`src/rtl/sd_pkg.sv`:
```
// Shared definitions for the SPI-mode SD command path: FSM states, frame
// geometry, CRC7 polynomial and the command indices used by the sequencer.
package sd_pkg;

    typedef enum logic [2:0] {
        IDLE = 3'd0,
        PRE  = 3'd1,
        HDR  = 3'd2,
        CRC  = 3'd3,
        STOP = 3'd4,
        DONE = 3'd5
    } state_t;

    localparam int unsigned FRAME_BITS = 48;
    localparam int unsigned HDR_BITS   = 40;
    localparam int unsigned CRC_BITS   = 7;

    localparam logic [6:0] CRC7_POLY = 7'h09;

    localparam logic [5:0] CMD0   = 6'd0;
    localparam logic [5:0] CMD8   = 6'd8;
    localparam logic [5:0] CMD17  = 6'd17;
    localparam logic [5:0] CMD55  = 6'd55;
    localparam logic [5:0] ACMD41 = 6'd41;

    // Start bit, transmission bit, index and argument: the CRC-covered part.
    function automatic logic [HDR_BITS-1:0] hdr_word(input logic [5:0] cmd,
                                                     input logic [31:0] arg);
        return {2'b01, cmd, arg};
    endfunction

endpackage

```
`src/rtl/sd_crc7.sv`:
```
// Serial CRC7 (x^7 + x^3 + 1) LFSR, one data bit per enabled cycle.
// Ports:
//   clk, rst_n : clock, async active-low reset
//   clr        : synchronous clear to zero (wins over en)
//   en         : shift din into the CRC this cycle
//   din        : serial data bit
//   crc        : current CRC remainder
module sd_crc7
    import sd_pkg::*;
(
    input  logic       clk,
    input  logic       rst_n,
    input  logic       clr,
    input  logic       en,
    input  logic       din,
    output logic [6:0] crc
);

    logic fb;

    assign fb = din ^ crc[6];

    // Shift left, folding the feedback into taps x^3 and x^0.
    always_ff @(posedge clk or negedge rst_n) begin
        if (!rst_n) begin
            crc <= 7'h00;
        end else if (clr) begin
            crc <= 7'h00;
        end else if (en) begin
            crc <= {crc[5:0], 1'b0} ^ (fb ? CRC7_POLY : 7'h00);
        end
    end

endmodule

```
`src/rtl/sd_cmd_tx.sv`:
```
// SPI-mode SD command transmitter: sends optional DI-high preamble bits,
// then the 48-bit command frame MSB-first with hardware-generated CRC7.
// Ports:
//   clk, rst_n : clock (one SPI bit per cycle), async active-low reset
//   isStart    : send request, sampled only while idle
//   cmd, arg   : command index and argument, captured on the accepting edge
//   DI         : serial data to the card, idles high
//   CS_n       : card select, low from preamble through the end bit
//   isBusy     : frame in progress
//   isFinish   : sticky done flag, cleared by the next accepted request
module sd_cmd_tx
    import sd_pkg::*;
#(
    parameter int unsigned PRE_CLOCKS = 8
) (
    input  logic        clk,
    input  logic        rst_n,
    input  logic        isStart,
    input  logic [5:0]  cmd,
    input  logic [31:0] arg,
    output logic        DI,
    output logic        CS_n,
    output logic        isBusy,
    output logic        isFinish
);

    localparam int unsigned CNT_MAX = (PRE_CLOCKS > HDR_BITS) ? PRE_CLOCKS : HDR_BITS;
    localparam int unsigned CNT_W   = $clog2(CNT_MAX + 1);

    state_t              state, state_d;
    logic [CNT_W-1:0]    cnt, cnt_d;
    logic [HDR_BITS-1:0] sr, sr_d;
    logic                di_d, cs_n_d, busy_d, fin_d;
    logic                crc_clr, crc_en;
    logic [6:0]          crc;
    logic [2:0]          crc_idx;

    // CRC bits go out MSB-first by index so the remainder stays frozen.
    assign crc_idx = 3'(CRC_BITS - 1) - cnt[2:0];

    sd_crc7 u_crc7 (
        .clk   (clk),
        .rst_n (rst_n),
        .clr   (crc_clr),
        .en    (crc_en),
        .din   (sr[HDR_BITS-1]),
        .crc   (crc)
    );

    // State, counters and registered outputs.
    always_ff @(posedge clk or negedge rst_n) begin
        if (!rst_n) begin
            state    <= IDLE;
            cnt      <= '0;
            sr       <= '0;
            DI       <= 1'b1;
            CS_n     <= 1'b1;
            isBusy   <= 1'b0;
            isFinish <= 1'b0;
        end else begin
            state    <= state_d;
            cnt      <= cnt_d;
            sr       <= sr_d;
            DI       <= di_d;
            CS_n     <= cs_n_d;
            isBusy   <= busy_d;
            isFinish <= fin_d;
        end
    end

    // Next state and next registered output values.
    always_comb begin
        state_d = state;
        cnt_d   = cnt;
        sr_d    = sr;
        di_d    = 1'b1;
        cs_n_d  = CS_n;
        busy_d  = isBusy;
        fin_d   = isFinish;
        crc_clr = 1'b0;
        crc_en  = 1'b0;

        case (state)
            IDLE: begin
                if (isStart) begin
                    sr_d    = hdr_word(cmd, arg);
                    crc_clr = 1'b1;
                    cs_n_d  = 1'b0;
                    busy_d  = 1'b1;
                    fin_d   = 1'b0;
                    cnt_d   = '0;
                    state_d = (PRE_CLOCKS == 0) ? HDR : PRE;
                end
            end
            PRE: begin
                cnt_d = cnt + CNT_W'(1);
                if (cnt == CNT_W'(PRE_CLOCKS - 1)) begin
                    cnt_d   = '0;
                    state_d = HDR;
                end
            end
            HDR: begin
                di_d   = sr[HDR_BITS-1];
                crc_en = 1'b1;
                sr_d   = {sr[HDR_BITS-2:0], 1'b0};
                cnt_d  = cnt + CNT_W'(1);
                if (cnt == CNT_W'(HDR_BITS - 1)) begin
                    cnt_d   = '0;
                    state_d = CRC;
                end
            end
            CRC: begin
                di_d  = crc[crc_idx];
                cnt_d = cnt + CNT_W'(1);
                if (cnt == CNT_W'(CRC_BITS - 1)) begin
                    cnt_d   = '0;
                    state_d = STOP;
                end
            end
            STOP: begin
                state_d = DONE;
            end
            DONE: begin
                cs_n_d  = 1'b1;
                busy_d  = 1'b0;
                fin_d   = 1'b1;
                state_d = IDLE;
            end
            default: begin
                state_d = IDLE;
                cnt_d   = '0;
                sr_d    = '0;
                cs_n_d  = 1'b1;
                busy_d  = 1'b0;
                fin_d   = 1'b0;
                crc_clr = 1'b1;
            end
        endcase
    end

endmodule

```
`config.mk`:
```
export PLATFORM = sky130hd
export DESIGN_NAME = sd_cmd_tx
export DESIGN_NICKNAME = d
export VERILOG_FILES = /design/src/rtl/sd_pkg.sv /design/src/rtl/sd_crc7.sv /design/src/rtl/sd_cmd_tx.sv
export SDC_FILE = /design/constraint.sdc
export NUM_CORES = 1
export LEC_CHECK = 0
export BUFFER_PORTS_ARGS = -buffer_cell sky130_fd_sc_hd__buf_4
export CORE_ASPECT_RATIO = 0.9
export CORE_MARGIN = 2
export CORE_UTILIZATION = 61
export CTS_CLUSTER_DIAMETER = 60
export DETAILED_ROUTE_END_ITERATION = 10
export GPL_ROUTABILITY_DRIVEN = 1
export PLACE_DENSITY = 0.83
export SLEW_MARGIN = 5
export SYNTH_ARGS = -nofsm -noshare
export SYNTH_HDL_FRONTEND = slang
export SYNTH_SLANG_ARGS = --single-unit
```
`constraint.sdc`:
```
create_clock -name clk -period 5 [get_ports clk]
set_input_delay 1 -clock clk [delete_from_list [all_inputs] [get_ports clk]]
set_output_delay 1 -clock clk [all_outputs]
set_load 0.05 [all_outputs]
```
# Word-level counts from Yosys, hierarchy flattened
# Cells that the tools add are included.
# W data, S select, Z words.
[op_classes]
n_eq_ne = 12
reduce_logical = 10
order_cmp = 1
add_sub_neg = 2
n_bitwise = 5
n_mux = 26
[ops]
columns = ["op", "count"]
rows = [
  ["$pmux W40 S3", 1],
  ["$mux W40", 1],
  ["$pmux W6 S5", 1],
  ["$mux W6", 4],
  ["$pmux W3 S5", 1],
  ["$mux W7", 2],
  ["$eq A6 B3 Y1 const B", 2],
  ["$mux W3", 4],
  ["$ne A2 B2 Y1 const B", 4],
  ["$pmux W1 S2", 4],
  ["$reduce_or A4 Y1", 2],
  ["$xor A7 B7 Y7", 1],
  ["$add A6 B1 Y6 const B", 1],
  ["$eq A3 B2 Y1 const B", 2],
  ["$eq A3 B3 Y1 const B", 2],
  ["$eq A6 B6 Y1 const B", 1],
  ["$reduce_and A2 Y1", 3],
  ["$mux W1", 5],
  ["$reduce_or A5 Y1", 1],
  ["$lt A3 B4 Y1 const B", 1],
  ["$mux W4", 1],
  ["$reduce_and A4 Y1", 1],
  ["$bmux W1 S3", 1],
  ["$eq A3 B1 Y1 const B", 1],
  ["other kinds (7)", 9],
]
[word_totals]
wordCells = 64
regBits = 60
out_inout_bits = 4
in_bits = 41

# Longest topological paths before layout
# Gate-level depths: netlist (run 1).
[depth]
word_depth = 5
depth_mapped = 7
mapped_depth_nobuf = 6

# By module
# Synthesis (run 1) repeated with hierarchy kept, for this count alone.
[hier_totals]
hier_cells = 294
hier_area_um2 = 2860.2
[modules_own_cells]
columns = ["mod", "seq_area_each_um2", "n_inst", "cells_per_inst", "area_each_um2"]
rows = [
  ["sd_cmd_tx", 1328.8, 1, 266, 2552.4],
  ["sd_crc7", 175.2, 1, 28, 307.8],
]

# Worst setup path after synthesis (run 1)
# OpenSTA, ideal clock, no wires.
[synth_timing]
path_type = "input to register"
from = "input isStart"
to = "register sr[10]"
setup_time_ns = 0.136
arrival_ns = 1.758
path_slack_ns = 3.106
path_buffers = 1
required_ns = 4.864
path_stages = 4
path_cell_list = "o21ba_2 o22ai_2 clkbuf_1 o21ai_0"
[synth_via]
elab_chain_len = 2
[synth_rtl]
columns = ["item", "line", "rtl"]
rows = [
  ["start, declared", "sd_cmd_tx.sv:18", "input logic isStart,"],
  ["$ne A2 B2 Y1 (no source line)", "-", ""],
  ["$reduce_and A2 Y1 (no source line)", "-", ""],
  ["end signal, assigned", "sd_cmd_tx.sv:63", "sr <= sr_d;"],
  ["end, declared", "sd_cmd_tx.sv:32", "logic [HDR_BITS-1:0] sr, sr_d;"],
]
# Every way passes these cells.
# A chain may end at the register's enable or synchronous reset.

# Worst setup path after layout (run 1)
[layout_timing]
from = "input isStart"
to = "register sr[0]"
# Same word-level chain as after synthesis.

==> impl_metrics.json, run 1 <==
{
  "status": "finished clean",
  "cp_slowest_cell": "o22ai_4",
  "first_pass_iters": 5,
  "grt_pass1_wl_um": 10500,
  "fin_area_um2": 3390,
  "crit_fanout": 46,
  "syn_avg_cell_area_um2": 9.59,
  "tightest_slew_ns": 0.841,
  "reg2reg_depth": 4,
  "grt_pass1_vias": 2255,
  "drive_gt1_share_pct": 20.9,
  "regToRegEndpoint": "sr[0]",
  "die_w_um": 76.7,
  "cts_max_level": 3,
  "cts_buffer_depth": 2,
  "cp.required_ns": 5.19,
  "grt_usage_pct": 24.9,
  "crit_chain": "buf_4 > o21ba_2 > o22ai_4 > buf_4 > o21ai_0",
  "antenna_found_initial": 0,
  "min-delay-start": "sr[26]",
  "routedWlPerCell_um": 15.3,
  "hold_class": "register to register",
  "yosysWarnings": 0,
  "synth_fp_nets": 346,
  "p_per_area_nw_per_um2": 278,
  "max_freq_mhz": 418,
  "cts.reportedPaths.clkPinSlew_ns": 0.07,
  "rows": 23,
  "post_cts_resize_count": 0,
  "hold_end": "sr[26]",
  "cts_buffers": 9,
  "cts_setup_buffers": 0,
  "clock_latency_ns": 0.33,
  "leakagePower_nw": 1.49,
  "setup_viol": 0,
  "critPathMostFrequentCell": "buf_4",
  "ys_types": 41,
  "synth_top_area_share_pct": 50.0,
  "synth_top_cell_by_area": "dfrtp_1",
  "finalCritPeriodShare_pct": 47.9,
  "period_minus_slack_ns": 2.39,
  "tns_ns": 0,
  "rrSetupSlack_ns": 2.70,
  "die_area_um2": 5330,
  "port_buffers": 44,
  "synth_area_um2": 2910,
  "holdWs_ns": 0.482,
  "dp_hpwl_um": 4040,
  "crit_type": "input pin to register",
  "core_um2": 4520,
  "max_stage_delay_ns": 0.58,
  "rsz0062_at_grt": "no",
  "clock_sinks": 60,
  "critPathCaptureType": "register",
  "area_growth_pct": 16.6,
  "yosysSeqAreaShare_pct": 51.8,
  "num_io_pins": 45,
  "grt_max_degree": 61,
  "fin_nets": 382,
  "drc": 0,
  "grt_overflow_total": 0,
  "vias": 2365,
  "ant_nets": 0,
  "relSlewSlack_pct": 43.8,
  "ir_worst_vdd_uv": 197,
  "crit_arrival_ns": 2.59,
  "first_iter_violations": 260,
  "synthTopCellsByArea": "dfrtp_1 50%, a22oi_1 9.8%, nand2_1 7.9%, o21ai_0 5.9%, o21ai_1 2.4%",
  "root_buffer": "clkbuf_8",
  "hold_viol": 0,
  "antennaDiodeCount": 0,
  "critPathLaunchType": "input pin",
  "initial_core_util_pct": 64.3,
  "hold_buffers": 0,
  "drv_slew": 0,
  "min_path_cells": 2,
  "maxCapViolCount": 0,
  "drt-vias-per-instance": 5.83,
  "worst_r2r_startpoint": "state[2]",
  "dpl-instance-area_um2": 3200,
  "skew_ns": 0.0111,
  "totalWireLength_um": 6210,
  "ys_seq_elements": 60,
  "fp.dieH_um": 69.5,
  "netlist_instances": 303,
  "cts_tree": "yes",
  "gp_congestion": 0.835
}
[final cells by class]
class	instances	area, µm²
fillers	319	1130
multi-input cells	216	1250
flip-flops and latches	60	1500
inverters	6	22.5
clock inverters	3	40.0
clock buffers	13	149
well taps	62	77.6
repair buffers	46	345
[Yosys cell counts (all sizes together)]
cell type   n
o21ai      48
a31oi       2
buf        17
inv         6
nand3       8
nand4       2
mux2        1
a221o       1
clkbuf      4
nor4b       1
nor3        2
xor2        3
o211ai      1
o21ba       1
nand2      61
nor2       11
ha          2
o22ai       3
or3         3
mux2i       5
dfrtp      58
a21oi      11
dfstp       2
nand2b      4
a41oi       3
a22oi      38
nand3b      1
and4b       1
nand4b      1
or2         2
[routing by layer]
layer / up-vias / wire length, µm / GRT usage (%) / part of all wire, %
met5: - / 0 / 0 / 0
met4: 0 / 84 / 10.9 / 1.4
met3: 7 / 361 / 4.43 / 5.8
met2: 91 / 2880 / 37.7 / 46
met1: 1114 / 2880 / 35.5 / 46
li1: 1153 / - / - / -
[critical path: cells and delay by family]
kind	cells	cell delay (ns)
AOI/OAI and AO/OA	3	0.97
buffers and inverters	2	0.61
[through the flow]
stage / util [%] / worst slack, ns / total power, mW / instances
5_1_grt: 75.0 / 2.45 / 0.976 / 406
6_report: 75.0 / 2.61 / 0.943 / 406
2_1_floorplan: - / 3.11 / 0.496 / 303
3_5_place_dp: 70.8 / 2.27 / 0.531 / 390
4_1_cts: 75.0 / 2.62 / 0.949 / 406
3_3_place_gp: 70.8 / 2.35 / 0.531 / 390
[power by group]
group | switching (mW) | leakage, nW | internal, mW | total (mW)
logic | 0.0153 | 0.604 | 0.0203 | 0.0357
clock network | 0.179 | 0.0974 | 0.243 | 0.422
registers | 0 | 0.792 | 0.486 | 0.486
total | 0.194 | 1.49 | 0.749 | 0.943
[registers in the layout, indices dropped and copies added, names as in the netlist]
register and cells:
CS_n 1, DI 1, cnt 6, isBusy 1
isFinish 1, sr 40, state 3, u_crc7.crc 7
[cell usage in the layout, fill, tap and decap left out, types with 2 or more instances in the layout]
cell type	count
or3_1	3
clkbuf_1	3
nand3_1	7
inv_1	5
dfstp_2	2
mux2i_1	5
clkinv_2	2
o21ai_0	34
nand4_1	2
a31oi_1	2
o21ai_1	14
a41oi_1	2
nand2_1	61
nor3_1	2
buf_4	46
a21oi_1	11
nor2_1	9
o22ai_1	2
nand2b_1	4
a22oi_1	38
clkbuf_8	10
ha_1	2
xor2_1	2
dfrtp_1	58
[how the worst max path moves through the flow]
stage                 start      to  slack (ns)  cells past startpoint
floorplan           isStart  sr[10]        3.11                      4
global placement    isStart  sr[34]        2.35                      5
detailed placement  isStart   sr[4]        2.27                      5
CTS                 isStart   sr[0]        2.62                      5
global route        isStart  sr[36]        2.45                      5
finish              isStart   sr[0]        2.61                      5
[kinds of logic after synthesis]
kind of cell	share of synthesized area (%)
AOI/OAI and AO/OA	23.4
and+or+nand+nor	15.2
DFF	51.8
buffers and inverters	5.51
muxes	2.11
xor gates and xnor gates	1.16
adders and majority gates	0.861
Note: power is estimated with default switching activity, not from simulation.
==> run 2: changes to the inputs <==
- CORE_UTILIZATION: 61 -> 56
- PLACE_DENSITY: 0.83 -> 0.77
- clock period: 5 -> 2.5 ns (I/O delays scaled with it)
==> impl_metrics.json, run 2 (same netlist as run 1, synthesis figures left out) <==
{
  "status": "finished clean",
  "p_comb_share_pct": 3.5,
  "crit_type": "register to register",
  "core_um2": 4920,
  "crit_arrival_ns": 2.23,
  "cts.reportedPaths.clkPinSlew_ns": 0.07,
  "critPathLaunchType": "register",
  "leakagePower_nw": 1.51,
  "busiest_layer": "met1",
  "rows": 24,
  "root_buffer": "clkbuf_8",
  "p_per_area_nw_per_um2": 583,
  "clock_sinks": 60,
  "top_register": "sr",
  "met1_usage_pct": 34.8,
  "drive_gt1_share_pct": 21.4,
  "globalRouteMet3Util_pct": 5.60,
  "period_minus_slack_ns": 1.97,
  "reg2reg_depth": 5,
  "swShare_pct": 20.2,
  "initial_core_util_pct": 59.0,
  "reg_top3": "sr (40), u_crc7.crc (7), cnt (6)",
  "dp_hpwl_um": 4120,
  "hold_viol": 0,
  "finalCritPeriodShare_pct": 79.0,
  "cts_buffers": 9,
  "first_pass_iters": 4,
  "layout_common_cells": "61 x nand2_1, 58 x dfrtp_1, 46 x buf_4, 38 x a22oi_1, 34 x o21ai_0",
  "clkPwrFrac_pct": 48.0,
  "cts_buffer_depth": 2,
  "tns_ns": 0,
  "maxCapViolCount": 0,
  "post_cts_resize_count": 0,
  "num_io_pins": 45,
  "seqPwrFrac_pct": 48.4,
  "cp.required_ns": 2.75,
  "hold_class": "input pin to asynchronous set/reset pin",
  "crit_fanout": 22,
  "fp.dieH_um": 72.3,
  "drv_slew": 0,
  "clock_latency_ns": 0.34,
  "antenna_found_initial": 0,
  "use_met2_pct": 33.4,
  "hold_buffers": 0,
  "vias": 2367,
  "first_iter_violations": 162,
  "fin_nets": 383,
  "setup_viol": 0,
  "finalPower_mw": 2.00,
  "tightest_slew_ns": 0.738,
  "max_freq_mhz": 507,
  "grt_max_degree": 78,
  "area_growth_pct": 18.4,
  "skew_ns": 0.0104,
  "ir_worst_vdd_uv": 461,
  "critPathCaptureType": "register",
  "port_buffers": 44,
  "drt-vias-per-instance": 5.77,
  "cts_max_level": 3,
  "ant_nets": 0,
  "grt_usage_pct": 23.2,
  "routedWlPerCell_um": 15.4,
  "largest_reg_flops": 40,
  "relSlewSlack_pct": 50.8,
  "drc": 0,
  "grt_pass1_vias": 2153,
  "antennaDiodeCount": 0,
  "cts_setup_buffers": 0,
  "die_w_um": 79.9,
  "cts_tree": "yes",
  "grt_overflow_total": 0,
  "rsz0062_at_grt": "no",
  "final_common_cell": "nand2_1",
  "p_int_mw": 1.60,
  "die_area_um2": 5780,
  "totalWireLength_um": 6330,
  "p_switching_mw": 0.406,
  "gp_congestion": 0.818,
  "grt_pass1_wl_um": 10300
}
## run 2: changes by cell type in the layout (fill, tap and decap cells not counted), sizes merged
cell / previous run / this run
buf: 46 / 47
bufinv: 1 / 2
clkbuf: 13 / 12
clkinv: 2 / 1
clkinvlp: 0 / 1
## run 2: power groups by stage
stage,combinational (mW),sequential [mW],clock [mW]
floorplan,0.00276,0.989,0
global placement,0.0732,0.989,0
detailed placement,0.0728,0.989,0
CTS,0.0729,0.971,0.983
global route,0.0787,0.970,1.02
finish,0.0710,0.971,0.963
## run 2: cell type report
| cell class | count | area, µm² |
|---|---|---|
| Clock buffer | 12 | 145 |
| Multi-Input combinational cell | 216 | 1250 |
| Clock inverter | 4 | 72.6 |
| Fill cell | 387 | 1490 |
| Sequential cell | 60 | 1500 |
| Tap cell | 65 | 81.3 |
| Timing Repair Buffer | 47 | 365 |
| Inverter | 6 | 22.5 |
## run 2: worst paths after layout
| check | start | to | slack, ns |
|---|---|---|---|
| setup / recovery | state[1] | sr[22] | 0.53 |
| hold / removal | rst_n | sr[33] | 0.22 |
| setup reg to reg | state[1] | sr[22] | 0.53 |
| hold reg to reg | sr[30] | sr[30] | 0.49 |
| max in group asynchronous | rst_n | u_crc7.crc[1] | 1.79 |
| min in group clk | arg[0] | sr[0] | 0.42 |
## run 2: stage by stage
stage               util (%)  cell area (µm²)  worst slack [ns]  cells  hold slack [ns]
floorplan                  -             2910             0.907    303            0.204
global placement        65.4             3220             0.643    394            0.464
detailed placement      65.4             3220             0.533    394            0.471
CTS                     69.8             3440             0.528    410            0.247
global route            69.8             3440             0.348    410            0.302
finish                  69.8             3440             0.526    410            0.225
## run 2: critical path: stages, from the launching register on
cell and delay, ns:
dfrtp_1 0.53, or2_4 0.34, nor2_4 0.34, buf_4 0.33, a22oi_1 0.13, o21ai_0 0.21
## run 2: layer usage
| layer | vias to the layer above | share of wire [%] | wire length [µm] |
|---|---|---|---|
| li1 | 1158 | - | - |
| met1 | 1127 | 46 | 2900 |
| met2 | 76 | 47 | 2990 |
| met3 | 6 | 5.7 | 363 |
| met4 | 0 | 1.2 | 76 |
| met5 | - | 0 | 0 |
==> run 3: changes to the inputs <==
- CORE_UTILIZATION: 56 -> 51
- PLACE_DENSITY: 0.77 -> 0.74
- clock period: 2.5 -> 1.75 ns (I/O delays scaled with it)
==> impl_metrics.json, run 3 (same netlist as run 1, synthesis figures left out) <==
{
  "first_pass_iters": 4,
  "multiInputGateArea_um2": 1290,
  "largest_reg_flops": 40,
  "num_io_pins": 45,
  "grt_overflow_total": 0,
  "final_common_cell": "nand2_1",
  "grt_usage_pct": 21.0,
  "min-delay-start": "arg[0]",
  "cts_buffers": 9,
  "finalCritPeriodShare_pct": 95.1,
  "skew_ns": 0.00726,
  "crit_chain": "ha_2 > xor2_4 > buf_4 > nand3_1 > a41oi_1 > a221o_1",
  "core_um2": 5600,
  "cp.required_ns": 2.00,
  "root_buffer": "clkbuf_8",
  "p_per_area_nw_per_um2": 764,
  "drt-vias-per-instance": 5.62,
  "critPathCaptureType": "register",
  "cp_slowest_cell": "dfrtp_2",
  "fin_ws_ns": 0.0857,
  "clock_sinks": 60,
  "leakagePower_nw": 1.58,
  "antennaDiodeCount": 0,
  "top_register": "sr",
  "drv_slew": 0,
  "rows": 26,
  "totalWireLength_um": 6230,
  "grt_pass1_wl_um": 10500,
  "relSlewSlack_pct": 72.0,
  "tightest_slew_ns": 0.418,
  "port_buffers": 44,
  "ir_worst_vdd_uv": 648,
  "status": "finished clean",
  "hold_viol": 0,
  "fp.dieH_um": 75.6,
  "tns_ns": 0,
  "max_freq_mhz": 601,
  "drc": 0,
  "rsz0062_at_grt": "no",
  "drive_gt1_share_pct": 24.7,
  "fin_nets": 394,
  "gp_congestion": 0.885,
  "ff_latch_area_um2": 1510,
  "clock_latency_ns": 0.33,
  "grt_max_degree": 45,
  "critPathLaunchType": "register",
  "fin_cells": 426,
  "min_path_cells": 3,
  "dp_hpwl_um": 4040,
  "cts_max_level": 3,
  "fillers": 478,
  "cpLargestDelayFamily": "compound AO/OA/AOI/OAI gates",
  "vias": 2394,
  "initial_core_util_pct": 51.9,
  "layout_common_cells": "61 x nand2_1, 57 x dfrtp_1, 52 x buf_4, 38 x a22oi_1, 33 x o21ai_0",
  "crit_arrival_ns": 1.91,
  "crit_type": "register to register",
  "antenna_found_initial": 0,
  "worst_r2r_startpoint": "cnt[0]",
  "rrSetupSlack_ns": 0.09,
  "hold_class": "input pin to register",
  "regToRegEndpoint": "DI",
  "die_w_um": 83.6,
  "cts.reportedPaths.clkPinSlew_ns": 0.06,
  "routedWlPerCell_um": 14.6,
  "cts_buffer_depth": 2,
  "place_inst": 408,
  "max_stage_delay_ns": 0.45,
  "reg_top3": "sr (40), u_crc7.crc (7), cnt (6)",
  "pre_cts_slack_ns": -0.0248,
  "finalPower_mw": 2.76,
  "cp.buffers_inverters": 1,
  "crit_fanout": 7,
  "final_core_util_pct": 64.4,
  "period_minus_slack_ns": 1.66,
  "ant_nets": 0,
  "setup_viol": 0,
  "reg2reg_depth": 6,
  "first_iter_violations": 195,
  "grt_pass1_vias": 2284,
  "hold_end": "sr[0]",
  "maxCapViolCount": 0,
  "die_area_um2": 6320,
  "cts_tree": "yes",
  "area_growth_pct": 24.1
}
-- run 3: report_power, final --
part	internal (mW)	switching [mW]	total, mW	leakage (nW)
combinational	0.0640	0.0432	0.107	0.687
sequential	1.39	0	1.39	0.791
clock	0.731	0.530	1.26	0.102
total	2.18	0.573	2.76	1.58
-- run 3: worst max path at each step --
stage,startpoint,end,slack (ns),depth (start not counted)
floorplan,cnt[0],DI,0.16,5
global placement,cnt[0],cnt[5],0.07,6
detailed placement,cnt[0],cnt[5],-0.02,6
CTS,cnt[0],cnt[5],0.01,6
global route,cnt[0],cnt[5],0.006,6
finish,cnt[0],DI,0.09,6
-- run 3: repair_timing --
action	4_1_cts	5_1_grt
endpoints found under the setup margin	4	7
hold buffers	1	0
pin swaps	2	0
hold endpoints to repair	26	0
setup buffers	1	0
gates resized for setup	1	6
-- run 3: per-stage QoR --
| stage | area (µm²) | hold slack, ns |
|---|---|---|
| 2_1_floorplan | 2910 | 0.0544 |
| 3_3_place_gp | 3350 | 0.296 |
| 6_report | 3610 | 0.277 |
| 3_5_place_dp | 3350 | 0.294 |
| 5_1_grt | 3610 | 0.287 |
| 4_1_cts | 3570 | 0.258 |
-- run 3: metal layers --
metal	global-route usage, %	part of all wire, %
met5	0	0
met3	6.61	5.0
met2	33.3	48
met1	28.2	46
met4	6.81	0.67
-- run 3: final cells by class --
cell class              count  share of cell area, %
well taps                  70                   2.43
flip-flops and latches     60                   41.7
multi-input cells         216                   35.7
clock inverters             4                   1.32
inverters                   6                  0.625
clock buffers              12                   4.30
repair buffers             58                   13.9
-- run 3: worst register-to-register path: stages (launching register included) --
cell	delay, ns
dfrtp_2	0.45
ha_2	0.25
xor2_4	0.21
buf_4	0.16
nand3_1	0.07
a41oi_1	0.12
a221o_1	0.34
